==> src/rtl/cop_wb_queue_pkg.sv <==
// Shared coprocessor definitions: datapath widths, custom opcodes and write-back entry packing.
// Used by the ISE decoder, the write-back queue and core integration.
package cop_wb_queue_pkg;

    localparam int COP_XLEN  = 32;
    localparam int COP_IDX_W = 5;

    localparam logic [6:0] CUSTOM_0 = 7'b0001011;
    localparam logic [6:0] CUSTOM_1 = 7'b0101011;
    localparam logic [6:0] CUSTOM_2 = 7'b1011011;
    localparam logic [6:0] CUSTOM_3 = 7'b1111011;

    // A queue entry is packed as {idx, data}, index in the upper bits.
    function automatic int entry_width(input int xlen, input int idx_w);
        return xlen + idx_w;
    endfunction

endpackage

==> src/rtl/cop_wb_fifo.sv <==
// Generic DEPTH x WIDTH synchronous FIFO; also exposes every slot with its valid bit
// so the owner can compare against all pending entries at once.
module cop_wb_fifo #(
    parameter int DEPTH = 2,
    parameter int WIDTH = 37
) (
    input  logic                            clk,
    input  logic                            rst,
    input  logic                            push,
    input  logic                            pop,
    input  logic [WIDTH-1:0]                wdata,
    output logic [WIDTH-1:0]                rdata,
    output logic                            full,
    output logic                            empty,
    output logic [$clog2(DEPTH):0]          count,
    output logic [DEPTH-1:0]                slot_valid,
    output logic [DEPTH-1:0][WIDTH-1:0]     slot_data
);

    localparam int PW = $clog2(DEPTH);
    localparam int CW = PW + 1;

    logic [DEPTH-1:0][WIDTH-1:0] mem_q;
    logic [PW-1:0]               head_q, head_d;
    logic [PW-1:0]               tail_q, tail_d;
    logic [CW-1:0]               count_q, count_d;
    logic [DEPTH-1:0]            valid_q, valid_d;
    logic                        do_push, do_pop;

    assign full    = (count_q == CW'(DEPTH));
    assign empty   = (count_q == '0);
    assign do_push = push && !full;
    assign do_pop  = pop && !empty;

    // DEPTH is a power of two, so pointers wrap naturally at PW bits.
    always_comb begin
        head_d  = head_q;
        tail_d  = tail_q;
        valid_d = valid_q;
        if (do_pop) begin
            head_d          = head_q + PW'(1);
            valid_d[head_q] = 1'b0;
        end
        if (do_push) begin
            tail_d          = tail_q + PW'(1);
            valid_d[tail_q] = 1'b1;
        end
        count_d = count_q + CW'(do_push) - CW'(do_pop);
    end

    always_ff @(posedge clk) begin
        if (rst) begin
            head_q  <= '0;
            tail_q  <= '0;
            count_q <= '0;
            valid_q <= '0;
        end else begin
            head_q  <= head_d;
            tail_q  <= tail_d;
            count_q <= count_d;
            valid_q <= valid_d;
        end
    end

    always_ff @(posedge clk) begin
        if (do_push) begin
            mem_q[tail_q] <= wdata;
        end
    end

    assign rdata      = mem_q[head_q];
    assign count      = count_q;
    assign slot_valid = valid_q;
    assign slot_data  = mem_q;

endmodule

==> src/rtl/cop_wb_queue.sv <==
// Write-back queue between the coprocessor ISE and the core register-file write port:
// buffers results in order, back-pressures the ISE when full, flags RAW hazards.
module cop_wb_queue
    import cop_wb_queue_pkg::*;
#(
    parameter int DEPTH = 2,
    parameter int XLEN  = COP_XLEN,
    parameter int IDX_W = COP_IDX_W,
    parameter int CNT_W = 16
) (
    input  logic                     cop_clk,
    input  logic                     cop_rst,
    input  logic                     cop_wr,
    input  logic [XLEN-1:0]          cop_rd,
    input  logic [IDX_W-1:0]         cop_rd_idx,
    output logic                     cop_rdywr,
    output logic                     wb_req,
    output logic [IDX_W-1:0]         wb_idx,
    output logic [XLEN-1:0]          wb_data,
    input  logic                     wb_gnt,
    input  logic [IDX_W-1:0]         hz_rs1_idx,
    input  logic [IDX_W-1:0]         hz_rs2_idx,
    output logic                     hz_hit,
    output logic [$clog2(DEPTH):0]   occupancy,
    output logic [CNT_W-1:0]         stall_cnt
);

    localparam int EW = entry_width(XLEN, IDX_W);

    logic [EW-1:0]              head_entry;
    logic                       full, empty;
    logic [DEPTH-1:0]           slot_valid;
    logic [DEPTH-1:0][EW-1:0]   slot_data;
    logic                       push_en, pop_en;
    logic [CNT_W-1:0]           stall_q, stall_d;

    // Ready depends only on registered state and reset, never on wb_gnt.
    assign cop_rdywr = !full && !cop_rst;
    assign push_en   = cop_wr && cop_rdywr && (cop_rd_idx != '0);
    assign pop_en    = wb_req && wb_gnt;

    cop_wb_fifo #(
        .DEPTH (DEPTH),
        .WIDTH (EW)
    ) u_fifo (
        .clk        (cop_clk),
        .rst        (cop_rst),
        .push       (push_en),
        .pop        (pop_en),
        .wdata      ({cop_rd_idx, cop_rd}),
        .rdata      (head_entry),
        .full       (full),
        .empty      (empty),
        .count      (occupancy),
        .slot_valid (slot_valid),
        .slot_data  (slot_data)
    );

    assign wb_req  = !empty;
    assign wb_idx  = head_entry[XLEN +: IDX_W];
    assign wb_data = head_entry[XLEN-1:0];

    always_comb begin
        hz_hit = 1'b0;
        for (int i = 0; i < DEPTH; i++) begin
            if (slot_valid[i] && (slot_data[i][XLEN +: IDX_W] != '0) &&
                ((slot_data[i][XLEN +: IDX_W] == hz_rs1_idx) ||
                 (slot_data[i][XLEN +: IDX_W] == hz_rs2_idx))) begin
                hz_hit = 1'b1;
            end
        end
    end

    always_comb begin
        stall_d = stall_q;
        if (cop_wr && !cop_rdywr && !cop_rst && (stall_q != '1)) begin
            stall_d = stall_q + CNT_W'(1);
        end
    end

    always_ff @(posedge cop_clk) begin
        if (cop_rst) begin
            stall_q <= '0;
        end else begin
            stall_q <= stall_d;
        end
    end

    assign stall_cnt = stall_q;

endmodule

==> config.mk <==
export PLATFORM = sky130hd
export DESIGN_NAME = cop_wb_queue
export DESIGN_NICKNAME = d
export VERILOG_FILES = /design/src/rtl/cop_wb_queue_pkg.sv /design/src/rtl/cop_wb_fifo.sv /design/src/rtl/cop_wb_queue.sv
export SDC_FILE = /design/constraint.sdc
export NUM_CORES = 1
export LEC_CHECK = 0
export CORE_ASPECT_RATIO = 0.6
export CORE_MARGIN = 2
export CORE_UTILIZATION = 40
export CTS_CLUSTER_SIZE = 24
export DETAILED_ROUTE_END_ITERATION = 6
export PLACE_DENSITY_LB_ADDON = 0.2
export REMOVE_ABC_BUFFERS = 1
export SLEW_MARGIN = 10
export SYNTH_ARGS = -nofsm -noshare
export SYNTH_HDL_FRONTEND = slang
export SYNTH_SLANG_ARGS = --single-unit
==> constraint.sdc <==
create_clock -name cop_clk -period 5.8 [get_ports cop_clk]
set_clock_uncertainty 0.15 [all_clocks]
set_input_delay 0.87 -clock cop_clk [delete_from_list [all_inputs] [get_ports cop_clk]]
set_output_delay 0.87 -clock cop_clk [all_outputs]
set_load 0.03 [all_outputs]
## After elaboration in Yosys (flattened, before gate mapping)

Index checks and enable logic that the tools add are counted.

| word-level totals | value |
|---|---|
| input bits | 51 |
| register bits after elaboration | 96 |
| output and inout port bits | 58 |
| word-level logic and storage cells | 63 |

| cells by class | value |
|---|---|
| reduce and logical (&&, ||, !) cells | 25 |
| $lt $le $gt $ge | 4 |
| $add $sub $neg | 5 |
| bitwise gates (word level) | 3 |
| multiplexer cells | 13 |
| equality and inequality tests | 6 |

Operator list:

| kind | count |
|---|---|
| 2-to-1 mux 37 bit | 3 |
| bitwise mux 74 bit | 1 |
| demux 37 bit (select 1 bit) | 1 |
| == test 5 bit | 4 |
| adder 16 x 1 -> 16 bit, second input constant | 1 |
| != test 16 bit, second input constant | 1 |
| logical AND 1 bit | 15 |
| nonzero test 5 bit | 3 |
| zero test 1 bit | 4 |
| less-than comparator 1 x 2 -> 1 bit, second input constant | 2 |
| 2-to-1 mux 1 bit | 4 |
| 2-to-1 mux 2 bit | 2 |
| adder 1 bit, second input constant | 2 |
| adder 2 x 1 -> 2 bit | 1 |
| bitwise AND 2 bit | 1 |
| demux 1 bit (select 1 bit) | 2 |
| == test 2 bit, second input constant | 1 |
| greater-or-equal comparator 1 bit, second input constant | 2 |
| zero test 2 bit | 1 |
| logical OR 1 bit | 2 |
| NOT 2 bit | 1 |
| bitwise OR 2 bit | 1 |
| subtractor 2 x 1 -> 2 bit | 1 |

## Depth between registers and ports, before layout

| depth | value |
|---|---|
| depth after elaboration | 9 |
| gate-level depth with buffers | 9 |
| depth with buffers taken out | 9 |

## By module

A second synthesis with hierarchy kept.

| unflattened totals | value |
|---|---|
| cells, all modules | 283 |
| area total of the unflattened synthesis | 4,047.6 sq um |

By module, submodules not included:

| module | cells an instance | area each (sq um) | instances | seq. area each (sq um) |
|---|---|---|---|---|
| cop_wb_fifo | 149 | 2,944.1 | 1 | 2,342.2 |
| cop_wb_queue | 134 | 1,103.6 | 1 | 320.3 |

## Least setup slack after synthesis

Ideal clock, no wire load.

| timing | value |
|---|---|
| path type | input to register |
| start point | input cop_rst |
| end point | register u_fifo.mem_q, in the netlist u_fifo.slot_data[0], enable pin |
| buffers on the path | 0 |
| required time | 5.258 ns |
| stages | 3 |
| arrival time | 2.498 ns |
| path slack | 2.760 ns |
| library setup time | 0.392 ns |
| path through | a21oi_1 > nand4_1 > inv_1 |

| on the way | value |
|---|---|
| cells in the longest elaborated chain, start to end | 5 |

RTL lines:

| item | line | text |
|---|---|---|
| start: declaration | cop_wb_queue.sv:12 | `input logic cop_rst,` |
| zero test 1 bit | cop_wb_queue.sv:38 | `assign cop_rdywr = !full && !cop_rst;` |
| logical AND 1 bit | cop_wb_queue.sv:38 |  |
| logical AND 1 bit (2 in series) | cop_wb_queue.sv:39 | `assign push_en = cop_wr && cop_rdywr && (cop_rd_idx != '0);` |
| logical AND 1 bit | cop_wb_fifo.sv:32 | `assign do_push = push && !full;` |
| end signal: indexed assignment | cop_wb_fifo.sv:67 | `mem_q[tail_q] <= wdata;` |
| end: declaration | cop_wb_fifo.sv:23 | `logic [DEPTH-1:0][WIDTH-1:0] mem_q;` |

No other way between the ends.
A chain may end at the register's enable or synchronous reset.

## Worst setup path in the final report

| timing | value |
|---|---|
| start point | input hz_rs2_idx[0] |
| end point | output hz_hit |

| on the way | value |
|---|---|
| cells in the longest elaborated chain, start to end | 5 |
| elaborated cells on any way between the ends | 8 |
| those cells by class | 2 x eq/ne; 2 x mux; 4 x reduce/logical |

RTL lines:

| item | line | text |
|---|---|---|
| start: declaration | cop_wb_queue.sv:22 | `input logic [IDX_W-1:0] hz_rs2_idx,` |
| == test 5 bit | cop_wb_queue.sv:68 | `(slot_data[i][XLEN +: IDX_W] == hz_rs2_idx))) begin` |
| logical OR 1 bit | cop_wb_queue.sv:67 | `((slot_data[i][XLEN +: IDX_W] == hz_rs1_idx) \|\|` |
| logical AND 1 bit | cop_wb_queue.sv:66 | `if (slot_valid[i] && (slot_data[i][XLEN +: IDX_W] != '0) &&` |
| 2-to-1 mux 1 bit | cop_wb_queue.sv:66 |  |
| 2-to-1 mux 1 bit (*) | cop_wb_queue.sv:66 |  |
| end: declaration | cop_wb_queue.sv:23 | `output logic hz_hit,` |

Every way passes the cells marked *; elsewhere a longest branch is shown, timed or not.

==> results.yml <==
sta:
  fin_crit_sh_pct: 63.2
  final-setup-viol-count: 0
  min_period_ns: 3.67
  maxSlewViolCount: 0
  tightest_slew_ns: 0.994
  clock.fmax_mhz: 273
  final_hold_viol_count: 0
  maxSlewHeadroom_pct: 33.8
  rsz0062_at_grt: "false"
  hold_slack_ns: 0.333
  tns_ns: 0
floorplanning:
  core_um2: 9840
  die_w_um: 134
  row_count: 28
  initial_core_util_pct: 41.2
  dieArea_um2: 11000
  io_pins: 109
  fp.dieH_um: 82.0
cts:
  ctsHoldBuffers: 0
  cts_sinks: 96
  clk_latency_ns: 0.34
  path_clk_slew_ns: 0.06
  h-tree-depth: 3
  cts_root_buffer: "clkbuf_16"
  post_cts_buffers: 0
  cts_made_buffers: 9
  clk_path_buf_depth: 2
  cts_tree: "built"
  ctsResizeCount: 0
finish:
  stdcell_count: 537
  antennaDiodeCount: 0
  drive_above_1_share_pct: 16.2
  fillers: 782
  mostFrequentLayoutCell: "clkdlybuf4s50_1"
  area_growth_syn_to_layout_pct: 39.2
  fin_area_um2: 5640
  final_cell_mix: "clkdlybuf4s50_1 (108), edfxtp_1 (74), mux2_2 (38), xor2_1 (21), dfxtp_1 (21)"
  nNetsFinal: 451
run:
  cap_viol_max_count: 0
placed_design:
  post_dp_cell_area_um2: 5290
  numPortBuffers: 108
  hpwl_um: 5950
  post-place-cells: 521
  place_congestion: 0.852
detailed_routing:
  wire_per_inst_um: 16.0
  drc_errors: 0
  ant_nets: 0
  vias_per_cell: 5.06
  drt_iter0_drc: 184
  drt-total-wl_um: 8570
  first_pass_iters: 4
  vias: 2719
setup_path:
  cp.required_ns: 4.78
  critPathSlowestCell: "clkdlybuf4s50_1"
  cp_max_fo: 2
  path_cells: "clkdlybuf4s50_1, xor2_1, nor3_1, a22oi_1, o22ai_1, clkdlybuf4s50_1"
  crit_top_cell: "clkdlybuf4s50_1"
  arrival_ns: 2.65
  critPathCaptureType: "output port"
  slowest_delay_ns: 0.69
  startpoint_type: "input pin"
  worstSetupPathType: "input pin to output port"
global_routing:
  grt_pass1_vias: 2556
  track_usage_pct: 15.8
  grt_max_degree: 40
  grt_pass1_wl_um: 13100
  antenna_found_initial: 0
  grt_overflow: 0
pwr:
  power_density_nw_per_um2: 356
  p_leak_nw: 1.89
  peakVddDrop_v: 0.000273
synthesis:
  ys_seq_area_share_pct: 65.7
  yosys.area.top_type_share_pct: 54.8
  synth-async-reset-ratio_pct: 0
  syn_avg_cell_area_um2: 14.3
  ys_ff_latch: 96
  syn_area_um2: 4050
  synth-edff-count: 74
  yosysWarnings: 0
  synth_flop_cell: "edfxtp_1"
  yosys.area.top_type: "edfxtp_1"
  synth_cell_types: 36
  ys_top_cells_by_area: "edfxtp_1 (55%), dfxtp_1 (11%), mux2_2 (11%)"
  syn-instance-count: 284
status:
  status: "completed"
worst_hold_path:
  hold_path.class: "flip-flop to flip-flop"
==> state kept, by name, summed over array words and instances (netlist names) <==
name and cells:
u_fifo.slot_data 74, stall_cnt 16, u_fifo.count 2, u_fifo.slot_valid 2, u_fifo.head_q 1, u_fifo.tail_q 1
==> per-layer routing <==
| metal | global-route usage, % | part of all wire [%] | vias to the layer above |
|---|---|---|---|
| met3 | 6.30 | 8.8 | 8 |
| met2 | 22.4 | 42 | 92 |
| met4 | 3.83 | 0.90 | 0 |
| met1 | 22.7 | 49 | 1300 |
| met5 | 0 | 0 | - |
| li1 | - | - | 1319 |
==> layout make-up <==
class | count | area, um2 | share of cell area [%]
sequential | 96 | 2660 | 47.2
tap | 135 | 169 | 2.99
clock buffer | 9 | 225 | 3.99
inverter | 9 | 33.8 | 0.599
multi-input combinational | 170 | 1330 | 23.6
clock inverter | 7 | 118 | 2.08
timing repair buffer | 111 | 1100 | 19.6
==> per-stage QoR <==
step | setup WS [ns] | utilization, % | power (W)
floorplan | 2.76 | - | 0.00114
detailed placement | 2.13 | 53.7 | 0.00136
global placement | 2.13 | 53.7 | 0.00136
CTS | 2.13 | 57.2 | 0.00204
finish | 2.13 | 57.3 | 0.00201
global route | 2.03 | 57.3 | 0.00209
==> worst paths after layout <==
kind,cells past startpoint,startpoint,endpoint,slack (ns)
worst max-delay path,6,hz_rs2_idx[0],hz_hit,2.13
worst min-delay path,2,u_fifo.slot_valid[0],u_fifo.slot_valid[0],0.33
worst max register to register,5,u_fifo.count[0],u_fifo.slot_data[2],3.23
worst min register to register,2,u_fifo.slot_valid[0],u_fifo.slot_valid[0],0.33
==> cells in the mapped netlist, types with 3 or more instances <==
cell type and instances:
dfxtp_1 22, o311ai_0 3, o41ai_1 4, inv_1 9, a21oi_1 15, edfxtp_1 74
ha_1 3, nand2_1 8, nand3_1 5, nor3_1 8, mux2_2 38, or2_2 4
o21ai_0 8, clkbuf_1 6, xor2_1 21, nand4_1 5, or4_1 8, or3_1 5
nor2_1 10, o31ai_1 6
==> worst max-delay path: cells and delay by family <==
family	cells	cell delay [ns]
xor gates and xnor gates	1	0.17
and+or+nand+nor	1	0.19
buffers and inverters	2	1.15
AOI/OAI and AO/OA	2	0.27
==> cell families (layout without fill, tap and decap cells) <==
logic type      count (synthesis)  after routing  synth area share (%)
flops                          96             96                  65.7
simple gates                   66             66                  9.94
compound gates                 40             40                  6.21
mux                            38             38                  10.6
xor+xnor                       23             23                  4.97
buf+inv                        18            136                  1.70
fa+ha+maj                       3              3                 0.926
==> power by group <==
group          switching, W  total (W)  leakage, nW  internal (W)
logic              0.000258   0.000507        0.876      0.000249
registers         0.0000553   0.000841        0.856      0.000786
clock network      0.000240   0.000660        0.160      0.000421
total              0.000553    0.00201         1.89       0.00146
Note: power is estimated with default switching activity, not from simulation.
